--- src/rtl/seg_scan_driver_if.sv ---
// Link between the panel interface FSM and the segment scan driver.
// SEG_DIMMING_EN adds the brightness field.
interface seg_scan_driver_if;
   logic [39:0] data_in;
   logic [2:0]  seg_mode;
   logic [2:0]  blink_digit;
   logic [2:0]  flash_cnt;
   logic        frame_start;
`ifdef SEG_DIMMING_EN
   logic [2:0]  brightness;

   modport master (output data_in, seg_mode, blink_digit, brightness,
                   input  flash_cnt, frame_start);
   modport slave  (input  data_in, seg_mode, blink_digit, brightness,
                   output flash_cnt, frame_start);
`else
   modport master (output data_in, seg_mode, blink_digit,
                   input  flash_cnt, frame_start);
   modport slave  (input  data_in, seg_mode, blink_digit,
                   output flash_cnt, frame_start);
`endif
endinterface

--- src/rtl/seg_scan_driver.sv ---
// 5-digit common-cathode 7-segment scanner with anti-ghost blanking, blink and blink counting.
// Optional feature macro: SEG_DIMMING_EN (per-slot PWM brightness).
module seg_scan_driver #(
   parameter int unsigned DIG_DIV     = 20000,
   parameter int unsigned BLANK_CYC   = 40,
   parameter int unsigned FLASH_SLOTS = 250
) (
   input  logic             clk,
   input  logic             reset,
   seg_scan_driver_if.slave pif,
   output logic [4:0]       dig_sel,
   output logic [7:0]       seg_out
);
   localparam int unsigned CNT_W    = (DIG_DIV > 1) ? $clog2(DIG_DIV) : 1;
   localparam int unsigned TMR_W    = (FLASH_SLOTS > 1) ? $clog2(FLASH_SLOTS) : 1;
   localparam int unsigned IDX_W    = 3;
   localparam int unsigned LAST_DIG = 4;

   typedef enum logic {PH_ON = 1'b0, PH_OFF = 1'b1} phase_e;

   logic [CNT_W-1:0] cnt_q, cnt_d;
   logic [IDX_W-1:0] idx_q, idx_d;
   logic             first_q, first_d;
   logic [39:0]      shadow_q, shadow_d;
   phase_e           phase_q, phase_d;
   logic [TMR_W-1:0] tmr_q, tmr_d;
   logic [2:0]       fcnt_q, fcnt_d;
   logic [2:0]       mode_q, mode_d;
   logic [4:0]       dig_q, dig_d;
   logic [7:0]       seg_q, seg_d;
   logic             fstart_q, fstart_d;
`ifdef SEG_DIMMING_EN
   logic [2:0]       bright_q, bright_d;
   logic [31:0]      on_len_c;
`endif
   logic             slot_end_c, flashing_c, suppress_c, drive_c;
   logic [7:0]       byte_c;

   always_ff @(posedge clk or negedge reset) begin
      if (!reset) begin
         cnt_q    <= '0;
         idx_q    <= '0;
         first_q  <= 1'b1;
         shadow_q <= '0;
         phase_q  <= PH_ON;
         tmr_q    <= '0;
         fcnt_q   <= '0;
         mode_q   <= '0;
         dig_q    <= 5'b11111;
         seg_q    <= 8'h00;
         fstart_q <= 1'b0;
`ifdef SEG_DIMMING_EN
         bright_q <= 3'd7;
`endif
      end else begin
         cnt_q    <= cnt_d;
         idx_q    <= idx_d;
         first_q  <= first_d;
         shadow_q <= shadow_d;
         phase_q  <= phase_d;
         tmr_q    <= tmr_d;
         fcnt_q   <= fcnt_d;
         mode_q   <= mode_d;
         dig_q    <= dig_d;
         seg_q    <= seg_d;
         fstart_q <= fstart_d;
`ifdef SEG_DIMMING_EN
         bright_q <= bright_d;
`endif
      end
   end

   always_comb begin
      cnt_d      = cnt_q;
      idx_d      = idx_q;
      first_d    = first_q;
      shadow_d   = shadow_q;
      phase_d    = phase_q;
      tmr_d      = tmr_q;
      fcnt_d     = fcnt_q;
      mode_d     = pif.seg_mode;
      fstart_d   = 1'b0;
      dig_d      = 5'b11111;
      seg_d      = 8'h00;
      suppress_c = 1'b0;
      byte_c     = 8'h00;
`ifdef SEG_DIMMING_EN
      bright_d   = bright_q;
`endif
      slot_end_c = (cnt_q == CNT_W'(DIG_DIV - 1));
      flashing_c = (pif.seg_mode == 3'd1) || (pif.seg_mode == 3'd2);

      // Scan position; the first cycle out of reset is a frame boundary held at digit 0, count 0
      if (first_q) begin
         first_d  = 1'b0;
         shadow_d = pif.data_in;
         fstart_d = 1'b1;
`ifdef SEG_DIMMING_EN
         bright_d = pif.brightness;
`endif
      end else if (slot_end_c) begin
         cnt_d = '0;
         if (idx_q == IDX_W'(LAST_DIG)) begin
            idx_d    = '0;
            shadow_d = pif.data_in;
            fstart_d = 1'b1;
         end else begin
            idx_d = idx_q + IDX_W'(1);
         end
`ifdef SEG_DIMMING_EN
         bright_d = pif.brightness;
`endif
      end else begin
         cnt_d = cnt_q + CNT_W'(1);
      end

      // Blink runs only while flashing; a mode change restarts it so the first period is full
      if (!flashing_c || (pif.seg_mode != mode_q)) begin
         tmr_d   = '0;
         phase_d = PH_ON;
         fcnt_d  = '0;
      end else if (slot_end_c && !first_q) begin
         if (tmr_q == TMR_W'(FLASH_SLOTS - 1)) begin
            tmr_d   = '0;
            phase_d = (phase_q == PH_ON) ? PH_OFF : PH_ON;
            if ((phase_q == PH_OFF) && (fcnt_q != 3'd7)) begin
               fcnt_d = fcnt_q + 3'd1;
            end
         end else begin
            tmr_d = tmr_q + TMR_W'(1);
         end
      end

      case (idx_q)
         3'd0:    byte_c = shadow_q[39:32];
         3'd1:    byte_c = shadow_q[31:24];
         3'd2:    byte_c = shadow_q[23:16];
         3'd3:    byte_c = shadow_q[15:8];
         3'd4:    byte_c = shadow_q[7:0];
         default: byte_c = 8'h00;
      endcase

      case (pif.seg_mode)
         3'd1:    suppress_c = (phase_q == PH_OFF);
         3'd2:    suppress_c = (phase_q == PH_OFF) && (pif.blink_digit == idx_q);
         3'd3:    suppress_c = 1'b1;
         default: suppress_c = 1'b0;
      endcase

      drive_c = (cnt_q >= CNT_W'(BLANK_CYC));
`ifdef SEG_DIMMING_EN
      on_len_c = ((DIG_DIV - BLANK_CYC) * (32'(bright_q) + 32'd1)) >> 3;
      drive_c  = drive_c && ((32'(cnt_q) - BLANK_CYC) < on_len_c);
`endif

      if (drive_c) begin
         dig_d = ~(5'b00001 << idx_q);
         seg_d = suppress_c ? 8'h00 : byte_c;
      end
   end

   assign dig_sel         = dig_q;
   assign seg_out         = seg_q;
   assign pif.flash_cnt   = fcnt_q;
   assign pif.frame_start = fstart_q;
endmodule

--- src/flat_wrapper.sv ---
// flat-port wrapper written by rule: the top's interface ports become plain ports
module seg_scan_driver_flat 
#(
   parameter int unsigned DIG_DIV     = 20000,
   parameter int unsigned BLANK_CYC   = 40,
   parameter int unsigned FLASH_SLOTS = 250
)
  (clk, reset, dig_sel, seg_out, pif_data_in, pif_seg_mode, pif_blink_digit, pif_flash_cnt, pif_frame_start);
  seg_scan_driver_if pif_i ();
  input  logic clk;
  input  logic reset;
  output logic [4:0] dig_sel;
  output logic [7:0] seg_out;
  input wire logic [$bits(pif_i.data_in)-1:0] pif_data_in;
  input wire logic [$bits(pif_i.seg_mode)-1:0] pif_seg_mode;
  input wire logic [$bits(pif_i.blink_digit)-1:0] pif_blink_digit;
  output wire logic [$bits(pif_i.flash_cnt)-1:0] pif_flash_cnt;
  output wire logic [$bits(pif_i.frame_start)-1:0] pif_frame_start;
  assign pif_i.data_in = pif_data_in;
  assign pif_i.seg_mode = pif_seg_mode;
  assign pif_i.blink_digit = pif_blink_digit;
  assign pif_flash_cnt = pif_i.flash_cnt;
  assign pif_frame_start = pif_i.frame_start;
  seg_scan_driver #(.DIG_DIV(DIG_DIV), .BLANK_CYC(BLANK_CYC), .FLASH_SLOTS(FLASH_SLOTS)) u_core (.clk(clk), .reset(reset), .pif(pif_i), .dig_sel(dig_sel), .seg_out(seg_out));
endmodule
--- config.mk ---
export PLATFORM = sky130hd
export DESIGN_NAME = seg_scan_driver_flat
export DESIGN_NICKNAME = d
export VERILOG_FILES = /design/src/rtl/seg_scan_driver_if.sv /design/src/rtl/seg_scan_driver.sv /design/src/flat_wrapper.sv
export SDC_FILE = /design/constraint.sdc
export NUM_CORES = 1
export LEC_CHECK = 0
export CAP_MARGIN = 30
export CORE_ASPECT_RATIO = 0.75
export CORE_MARGIN = 8
export CORE_UTILIZATION = 50
export CTS_CLUSTER_DIAMETER = 80
export DETAILED_ROUTE_END_ITERATION = 16
export GPL_ROUTABILITY_DRIVEN = 0
export GPL_TIMING_DRIVEN = 0
export PLACE_DENSITY_LB_ADDON = 0.08
export SYNTH_ARGS = -nofsm -noshare
export SYNTH_HDL_FRONTEND = slang
export SYNTH_SLANG_ARGS = --single-unit
--- constraint.sdc ---
create_clock -name clk -period 5.5 [get_ports clk]
set_input_delay 1.1 -clock clk [delete_from_list [all_inputs] [get_ports clk]]
set_output_delay 1.1 -clock clk [all_outputs]
set_load 0.05 [all_outputs]
Word level (Yosys, flattened, before mapping)
Cells that the tools add are included. W data, S select, Z words.

Register bits: 88. Bits of input ports: 48.

Add/subtract/negate cells: 4. Order comparisons: 1. Equality and inequality tests: 12. Shifts and indexed selects: 1. Muxes and demuxes: 24. Bitwise logic cells: 2. Reduce and logical (&&, ||, !) cells: 17.

Operators with widths (number): $mux W40 (3); $mux W8 (5); $pmux W8 S5 (1); $add A15 B1 Y15 const B (1); $eq A15 B15 Y1 const B (1); $ge A15 B6 Y1 const B (1); $mux W15 (1); $mux W3 (5); $eq A3 B2 Y1 const B (4); $reduce_bool A2 Y1 (5); $add A8 B1 Y8 const B (1); $eq A8 B8 Y1 const B (1); $mux W1 (7); $add A3 B1 Y3 const B (2); $eq A3 B1 Y1 const B (2); $reduce_and A2 Y1 (3); $mux W5 (1); $not A5 Y5 (1); $shl A1 B3 Y5 const A (1); $eq A3 B3 Y1 (1); $eq A3 B3 Y1 const B (1); $logic_and A1 B1 Y1 (3); $logic_not A3 Y1 (1); $ne A3 B3 Y1 (1); other kinds (6) (8).

Longest topological paths before layout
Gate-level depths: netlist of run 1.

Word-level depth: 6. Depth in mapped cells: 8.

Worst setup path before layout of run 1
OpenSTA, ideal clock, no wires.

Path kind: input -> register. Start: input port pif_seg_mode[1]. End: register u_core.tmr_q[5]. Arrival time: 2311 ps. Required time: 5433 ps. Setup slack: 3122 ps. Stages: 5. Buffers on the path: 1. Cells stage by stage: or4bb_1 -> a21o_1 -> clkbuf_1 -> nor3_1 -> a32o_1.

Cells in the longest elaborated chain, start to end: 5. Elaborated cells between the ends (all ways): 8.

RTL lines: start: declaration (line flat_wrapper.sv:15) `input wire logic [$bits(pif_i.seg_mode)-1:0] pif_seg_mode;`; $eq A3 B1 Y1 / $eq A3 B2 Y1 (equally long branches) (line seg_scan_driver.sv:91) `flashing_c = (pif.seg_mode == 3'd1) || (pif.seg_mode == 3'd2);`; $logic_or A1 B1 Y1 (line seg_scan_driver.sv:91); $logic_not A1 Y1 (line seg_scan_driver.sv:118) `if (!flashing_c || (pif.seg_mode != mode_q)) begin`; $logic_or A1 B1 Y1 * (line seg_scan_driver.sv:118); $mux W8 / $reduce_bool A2 Y1 (equally long branches); end signal: assignment (line seg_scan_driver.sv:61) `tmr_q <= tmr_d;`; end: declaration (line seg_scan_driver.sv:26) `logic [TMR_W-1:0] tmr_q, tmr_d;`.

Mark *: on every way between the ends. The rest lies on a longest branch, timed or not. A chain may end at the register's enable or synchronous reset.

Worst setup path after layout of run 1
Start: register u_core.dig_q[0], in the netlist u_core.dig_sel[0]. End: output port dig_sel[0].

RTL lines: start: declaration (line seg_scan_driver.sv:29) `logic [4:0] dig_q, dig_d;`; start signal: assignment (line seg_scan_driver.sv:64) `dig_q <= dig_d;`; end: declaration (line flat_wrapper.sv:12) `output logic [4:0] dig_sel;`.

No word-level cell between the ends.

==> results of run 1 <==
-- metrics by stage --
stage	hold slack (ns)	area [sq um]	worst slack (ns)
2_1_floorplan	0.4803	4247	3.122
3_3_place_gp	0.4912	5022	0.09320
3_5_place_dp	0.4974	5047	2.430
4_1_cts	0.5152	5409	2.732
5_1_grt	0.5223	5409	2.663
6_report	0.5132	5409	2.747
-- cell usage in the layout (no fill, tap or decap), types with 4 or more instances in the layout --
| cell type | count |
|---|---|
| sky130_fd_sc_hd__dfrtp_1 | 82 |
| sky130_fd_sc_hd__clkdlybuf4s50_1 | 63 |
| sky130_fd_sc_hd__mux2_4 | 39 |
| sky130_fd_sc_hd__nand2_1 | 26 |
| sky130_fd_sc_hd__a21oi_1 | 20 |
| sky130_fd_sc_hd__nor2_1 | 15 |
| sky130_fd_sc_hd__o21ai_0 | 14 |
| sky130_fd_sc_hd__clkbuf_1 | 13 |
| sky130_fd_sc_hd__xnor2_1 | 12 |
| sky130_fd_sc_hd__inv_1 | 11 |
| sky130_fd_sc_hd__ha_1 | 11 |
| sky130_fd_sc_hd__clkbuf_16 | 9 |
| sky130_fd_sc_hd__a222oi_1 | 8 |
| sky130_fd_sc_hd__a22o_1 | 8 |
| sky130_fd_sc_hd__nand3_1 | 8 |
| sky130_fd_sc_hd__nand4_1 | 7 |
| sky130_fd_sc_hd__nand4b_1 | 6 |
| sky130_fd_sc_hd__dfstp_2 | 6 |
| sky130_fd_sc_hd__buf_6 | 5 |
| sky130_fd_sc_hd__nor3_1 | 5 |
| sky130_fd_sc_hd__nor4_1 | 4 |
| sky130_fd_sc_hd__bufinv_16 | 4 |
-- final cells by class --
| class | instances | area (sq um) |
|---|---|---|
| Timing Repair Buffer | 65 | 665.6 |
| Clock inverter | 6 | 132.6 |
| Clock buffer | 10 | 229.0 |
| Buffer | 17 | 101.3 |
| Sequential cell | 88 | 2210 |
| Fill cell | 653 | 2937 |
| Tap cell | 108 | 135.1 |
| Inverter | 11 | 41.29 |
| Multi-Input combinational cell | 230 | 1894 |
-- worst max path at each step --
stage | to | slack, ns | depth (start not counted)
2_1_floorplan | u_core.tmr_q[5] | 3.12 | 5
3_3_place_gp | u_core.shadow_q[21] | 0.09 | 1
3_5_place_dp | u_core.tmr_q[5] | 2.43 | 6
4_1_cts | dig_sel[0] | 2.73 | 1
5_1_grt | u_core.tmr_q[5] | 2.66 | 6
6_report | dig_sel[0] | 2.75 | 1
-- synthesized netlist by cell type (2+ instances only) --
master	n
sky130_fd_sc_hd__xor2_1	3
sky130_fd_sc_hd__a21oi_1	20
sky130_fd_sc_hd__and4b_1	2
sky130_fd_sc_hd__nand2_1	26
sky130_fd_sc_hd__ha_1	11
sky130_fd_sc_hd__o21ai_0	14
sky130_fd_sc_hd__mux2_4	39
sky130_fd_sc_hd__nand3_1	8
sky130_fd_sc_hd__a211oi_1	2
sky130_fd_sc_hd__nand4_1	7
sky130_fd_sc_hd__a22o_1	8
sky130_fd_sc_hd__nor2b_1	3
sky130_fd_sc_hd__inv_1	11
sky130_fd_sc_hd__clkbuf_1	12
sky130_fd_sc_hd__and3b_1	3
sky130_fd_sc_hd__buf_6	5
sky130_fd_sc_hd__nor3_1	5
sky130_fd_sc_hd__nand4b_1	6
sky130_fd_sc_hd__a32o_1	2
sky130_fd_sc_hd__and4_1	2
sky130_fd_sc_hd__or4bb_1	2
sky130_fd_sc_hd__xnor2_1	12
sky130_fd_sc_hd__or3_1	3
sky130_fd_sc_hd__nor4_1	4
sky130_fd_sc_hd__a211o_1	2
sky130_fd_sc_hd__o31ai_1	3
sky130_fd_sc_hd__or2_2	2
sky130_fd_sc_hd__nor2_1	15
sky130_fd_sc_hd__or4_1	3
sky130_fd_sc_hd__dfstp_2	6
sky130_fd_sc_hd__and3_1	2
sky130_fd_sc_hd__a222oi_1	8
sky130_fd_sc_hd__dfrtp_1	82
-- cells by family after synthesis --
kind of cell / count (synthesis) / share of synthesized area
and+or+nand+nor: 97 / 0.1305
xor gates and xnor gates: 15 / 0.03094
muxes: 40 / 0.1405
DFF: 88 / 0.5203
buffers and inverters: 28 / 0.03359
other: 1 / 0.0008831
adders and majority gates: 11 / 0.03241
AOI/OAI and AO/OA: 66 / 0.1108
-- metal layers --
layer | track usage | routed length [um] | up-vias
met5 | 0 | 0 | -
met4 | 0.04853 | 97 | 0
met3 | 0.05100 | 622 | 12
met2 | 0.2497 | 4257 | 100
met1 | 0.2532 | 4902 | 1526
li1 | - | - | 1416
-- power by group through the flow --
| stage | clock network, mW | registers (mW) | logic [mW] |
|---|---|---|---|
| CTS | 0.746 | 0.758 | 0.246 |
| finish | 0.735 | 0.759 | 0.243 |
| global placement | 0 | 0.766 | 0.239 |
| detailed placement | 0 | 0.769 | 0.243 |
| floorplan | 0 | 0.790 | 0.116 |
| global route | 0.770 | 0.766 | 0.263 |
-- state kept, by name, indices dropped and copies added, names as in the netlist --
signal	cells
u_core.shadow_q	40
u_core.cnt_q	15
u_core.seg_out	8
u_core.tmr_q	8
u_core.dig_sel	5
u_core.idx_q	3
u_core.mode_q	3
u_core.pif.flash_cnt	3
u_core.first_q	1
u_core.phase_q	1
u_core.pif.frame_start	1
==> metrics.log, run 1 <==
INFO  metric avgSynthCellArea = between 10 and 15 sq um
INFO  metric postSynthRegisterBits = 88
INFO  metric h-tree-depth = 3
INFO  metric drive_above_1_share = 0.1710
INFO  metric final_cells = between 500 and 600
INFO  metric critPathArrivalTime = 1.65 ns
INFO  metric largest_net_degree_at_the_start_of_global_routing = 49
INFO  metric worst_skew_pair.late_latency = roughly 0.34 ns
INFO  metric power.share.combinational = 0.140
INFO  metric async_reset_ff_frac = 1.000
INFO  metric initial_core_util = 0.5088
INFO  metric worstHoldStart = u_core.shadow_q[19]
INFO  metric worst_hold_path_type = reg2reg
INFO  metric die_area = around 12000 sq um
INFO  metric netSwitchingFraction = 0.2399
INFO  metric critical_path_buf_inv_count = 1
INFO  metric tritoncts.num_buffers = 9
INFO  metric synthesis.yosys.warnings = 0
INFO  metric path_delay_family = buffers and inverters
INFO  metric synth_top_area_frac = 0.4832
INFO  metric hold_end = u_core.shadow_q[19]
INFO  metric cp_cell_instances = clkdlybuf4s50_1
INFO  metric crit-reg2reg-capture = u_core.seg_out[2]
INFO  metric route.vias.total = 3054
INFO  metric power_dissipated_by_switching_net_loads = around 0.42 mW
INFO  metric grt_first_pass_wirelength = roughly 16000 um
INFO  metric rsz0062_at_grt = false
INFO  metric final.setup_skew = roughly 0.0073 ns
INFO  metric area_of_the_core = ~8300 sq um
INFO  metric p_leak = 2.341 nW
INFO  metric final_sum_of_negative_setup_slack = 0 ns
INFO  metric postCtsSetupBuffers = 0
INFO  metric cpPeakStageDelay = around 0.8 ns
INFO  metric ys_seq_area_frac = 0.5203
INFO  metric grt_antenna_before_repair = 0
INFO  metric synth_edf_count = 0
INFO  metric ant_nets = 0
INFO  metric crit_path_max_fanout = 1
INFO  metric drt_iter0_markers = ~250
INFO  metric postCtsResizedCells = 0
INFO  metric ys_dominant_reg_cell = sky130_fd_sc_hd__dfrtp_1
INFO  metric totalWireLength = between 9000 and 10000 um
INFO  metric setup_viol = 0
INFO  metric clock_sinks = 88
INFO  metric post_layout_min_period = 2.753 ns
INFO  metric rr_startpoint = u_core.idx_q[2]
INFO  metric detail_route.first_pass.iterations = 5
INFO  metric antenna_cells_inserted = 0
INFO  metric place_inst = 519
INFO  metric nets = about 480
INFO  metric route.detailed.drc = 0
INFO  metric dp_hpwl = just over 7000 um
INFO  metric tritoncts = done
INFO  metric power.clock.fraction = 0.423
INFO  metric worstHoldPathCells = 1
INFO  metric grt_usage = 0.1750
INFO  metric place.port_buffers = 64
INFO  metric maximum_buffer_depth_of_the_clock_tree = 2
INFO  metric pwr_density_cell = about 320 nW/um^2
INFO  metric chipWidth = ~120 um
INFO  metric critPathLaunchType = register
INFO  metric yosys.cell_types.count = 46
INFO  metric grt_pass1_vias = approximately 3000
INFO  metric rr_worst_depth = 8
INFO  metric run_status = finished clean
INFO  metric synthesis.nets = approximately 410
INFO  metric cts_hold_repair.buffers = 0
INFO  metric drt-wirelength-per-cell = around 18 um
INFO  metric internal_power = 1.320 mW
INFO  metric timing.final.hold_violations = 0
INFO  metric finalCritPeriodShare = 0.5005
INFO  metric setup.reg_to_reg.worst_slack = approximately 3.1 ns
INFO  metric viasPerCell = 5.708
INFO  metric synth.largest_area_cell = sky130_fd_sc_hd__dfrtp_1
INFO  metric post-route-util = 0.6481
INFO  metric crit_type = reg2out
INFO  metric timing_worst_slew_pin_value = 0.5998 ns
INFO  metric chipHeight = 95.81 um
INFO  metric timing.fmax = between 300 and 400 MHz
INFO  metric power = around 1.7 mW
INFO  metric clk_root_buffer_cell = sky130_fd_sc_hd__clkbuf_16
INFO  metric num_io_pins = 65
INFO  metric area_growth_syn_to_layout = 27.37%
INFO  metric setup.worst_path.start = u_core.dig_sel[0]
INFO  metric worst-endpoint-required = around 4.4 ns
INFO  metric finalMaxSlewViolations = 0
INFO  metric slew_headroom = 0.5993
INFO  metric mappedNetlistArea = ~4200 sq um
INFO  metric pwr-share-seq = 0.437
INFO  metric core.rowCount = 29
INFO  metric dominant_cells_by_area_after_synthesis = sky130_fd_sc_hd__dfrtp_1 48%, sky130_fd_sc_hd__mux2_4 14%, sky130_fd_sc_hd__dfstp_2 3.7%
INFO  metric peakVddDrop = between 0.0002 and 0.00025 V
INFO  metric maxCapViolations = 0
INFO  metric endpoint_kind = output pin
INFO  metric critical_path.slowest_cell = sky130_fd_sc_hd__clkdlybuf4s50_1
INFO  metric clkTransAtPathRegs = about 0.060 ns
INFO  metric syn-instance-count = between 300 and 400
INFO  metric gr-total-overflow = 0
Note: power is estimated with default switching activity, not from simulation.
==> run 2: changes to the inputs <==
- clock period: 5.5 -> 2.65 ns (I/O delays scaled with it)
==> run 2 against run 1 <==
Compared with the run above: first-iteration DRC count shrank 2.8%; clock skew is 0.00081 ns higher; power is 110% higher; clock power grew 110%; combinational power rose by 110%; non-clock buffer count decreased by 1; flip-flop and latch count stayed put; global-route usage unchanged; worst setup slack lost 2.4 ns; cell count fell by 0.19%; wire length is 0.22% lower; sequential power grew 110%; critical endpoint is now u_core.seg_out[2].
==> metrics.log, run 2 (synthesized netlist as in run 1, its figures left out) <==
INFO  metric run_status = finished clean
INFO  metric grt_pass1_vias = about 3000
INFO  metric grt_usage = 0.1750
INFO  metric worst_skew_pair.late_latency = about 0.34 ns
INFO  metric tritoncts.num_buffers = 9
INFO  metric p_leak = around 2.3 nW
INFO  metric worst_hold_path_type = in2async
INFO  metric route.detailed.drc = 0
INFO  metric setup.reg_to_reg.worst_slack = roughly 0.33 ns
INFO  metric rr_worst_depth = 7
INFO  metric critical_path_cell_count = 7
INFO  metric totalWireLength = a little under 10000 um
INFO  metric critical_path_buf_inv_count = 2
INFO  metric layout.cells.most_common_list = 82 x sky130_fd_sc_hd__dfrtp_1, 63 x sky130_fd_sc_hd__clkdlybuf4s50_1, 39 x sky130_fd_sc_hd__mux2_4, 26 x sky130_fd_sc_hd__nand2_1, 20 x sky130_fd_sc_hd__a21oi_1
INFO  metric pwr_density_cell = ~670 nW/um^2
INFO  metric crit_path_max_fanout = 10
INFO  metric place.port_buffers = 64
INFO  metric drt_iter0_markers = around 240
INFO  metric core.rowCount = 29
INFO  metric peakVddDrop = 0.0004786 V
INFO  metric pre_cts_ws = 0.1505 ns
INFO  metric timing_worst_slew_pin_value = slightly below 0.6 ns
INFO  metric clock_sinks = 88
INFO  metric tritoncts = done
INFO  metric nets = 480
INFO  metric timing.final.hold_violations = 0
INFO  metric critPathArrivalTime = between 2 and 3 ns
INFO  metric grt_first_pass_wirelength = about 16000 um
INFO  metric die_area = about 12000 sq um
INFO  metric endpoint_kind = register
INFO  metric viasPerCell = 5.640
INFO  metric regMostFlops = u_core.shadow_q
INFO  metric dp_hpwl = between 7000 and 8000 um
INFO  metric gr-total-overflow = 0
INFO  metric cpPeakStageDelay = ~0.5 ns
INFO  metric largest_net_degree_at_the_start_of_global_routing = a little under 50
INFO  metric drt-wirelength-per-cell = between 15 and 20 um
INFO  metric ant_nets = 0
INFO  metric drive_above_1_share = 0.1714
INFO  metric place_inst = 519
INFO  metric detail_route.first_pass.iterations = 5
INFO  metric final.setup_skew = 0.008064 ns
INFO  metric worst-endpoint-required = between 2 and 3 ns
INFO  metric finalMaxSlewViolations = 0
INFO  metric critPathLaunchType = register
INFO  metric layout_top_registers = u_core.shadow_q: 40 flops, u_core.cnt_q: 15 flops
INFO  metric postCtsSetupBuffers = 0
INFO  metric rsz0062_at_grt = false
INFO  metric clkTransAtPathRegs = roughly 0.060 ns
INFO  metric timing.fmax = roughly 430 MHz
INFO  metric grt_antenna_before_repair = 0
INFO  metric route.vias.total = around 3000
INFO  metric largest_reg_flops = 40
INFO  metric final_sum_of_negative_setup_slack = 0 ns
INFO  metric cp_cell_instances = inv_1, clkbuf_1, ha_1, nor2_1, o21ai_0, nand4_1, a21oi_1
INFO  metric area_growth_syn_to_layout = 27.28%
INFO  metric slew_headroom = 0.6049
INFO  metric clk_root_buffer_cell = sky130_fd_sc_hd__clkbuf_16
INFO  metric layout.cells.most_common = sky130_fd_sc_hd__dfrtp_1
INFO  metric final_cells = 534
INFO  metric chipHeight = 95.81 um
INFO  metric postCtsResizedCells = 0
INFO  metric maxCapViolations = 0
INFO  metric holdWs = between 0.15 and 0.2 ns
INFO  metric path_delay_family = adder cells
INFO  metric chipWidth = 122.4 um
INFO  metric crit_type = reg2reg
INFO  metric area_of_the_core = about 8300 sq um
INFO  metric h-tree-depth = 3
INFO  metric cts_hold_repair.buffers = 0
INFO  metric antenna_cells_inserted = 0
INFO  metric post_layout_min_period = 2.318 ns
INFO  metric num_io_pins = 65
INFO  metric maximum_buffer_depth_of_the_clock_tree = 2
INFO  metric finalCritPeriodShare = 0.8746
INFO  metric critical_path.slowest_cell = sky130_fd_sc_hd__ha_1
INFO  metric setup_slack = about 0.33 ns
INFO  metric setup_viol = 0
INFO  metric initial_core_util = 0.5088
run 2: changes by cell type in the layout (fill, tap and decap cells not counted), sizes merged:
cell / delta
clkbuf: -1
run 2: power by group:
group | internal, mW | total [mW] | switching, mW
logic | 0.257 | 0.504 | 0.246
registers | 1.47 | 1.57 | 0.106
clock network | 1.01 | 1.52 | 0.510
total | 2.74 | 3.60 | 0.863
run 2: final cells by class:
class                      count  area [sq um]
buffer                        16         97.59
clock buffer                  10         229.0
clock inverter                 6         132.6
fill                         653          2940
inverter                      11         41.29
multi-input combinational    230          1894
sequential                    88          2210
tap                          108         135.1
timing repair buffer          65         665.6
run 2: final timing paths:
kind,start,endpoint
max in group asynchronous,reset,u_core.dig_sel[1]
worst max-delay path,u_core.idx_q[2],u_core.seg_out[2]
worst min-delay path,reset,u_core.tmr_q[6]
worst max register to register,u_core.idx_q[2],u_core.seg_out[2]
min in group clk,u_core.shadow_q[19],u_core.shadow_q[19]
worst min register to register,u_core.shadow_q[19],u_core.shadow_q[19]
run 2: through the flow:
step,power (mW),utilization,instance area [sq um]
2_1_floorplan,1.880,-,4247
3_3_place_gp,2.085,0.6018,5022
3_5_place_dp,2.101,0.6048,5047
4_1_cts,3.632,0.6481,5409
5_1_grt,3.734,0.6477,5405
6_report,3.603,0.6477,5405
run 2: per-layer routing:
layer	global-route usage	part of all wire
met2	0.2497	0.43
met4	0.04853	0.011
met3	0.05100	0.057
met1	0.2532	0.51
met5	0	0
run 2: worst register-to-register path: cells and delay by family, from the launching register on:
kind	cells	cell delay, ns
adder cells (fa/ha/maj)	1	0.51
buffers and inverters	2	0.46
flip-flops	1	0.44
AND/OR/NAND/NOR	2	0.42
AO/OA/AOI/OAI	2	0.39
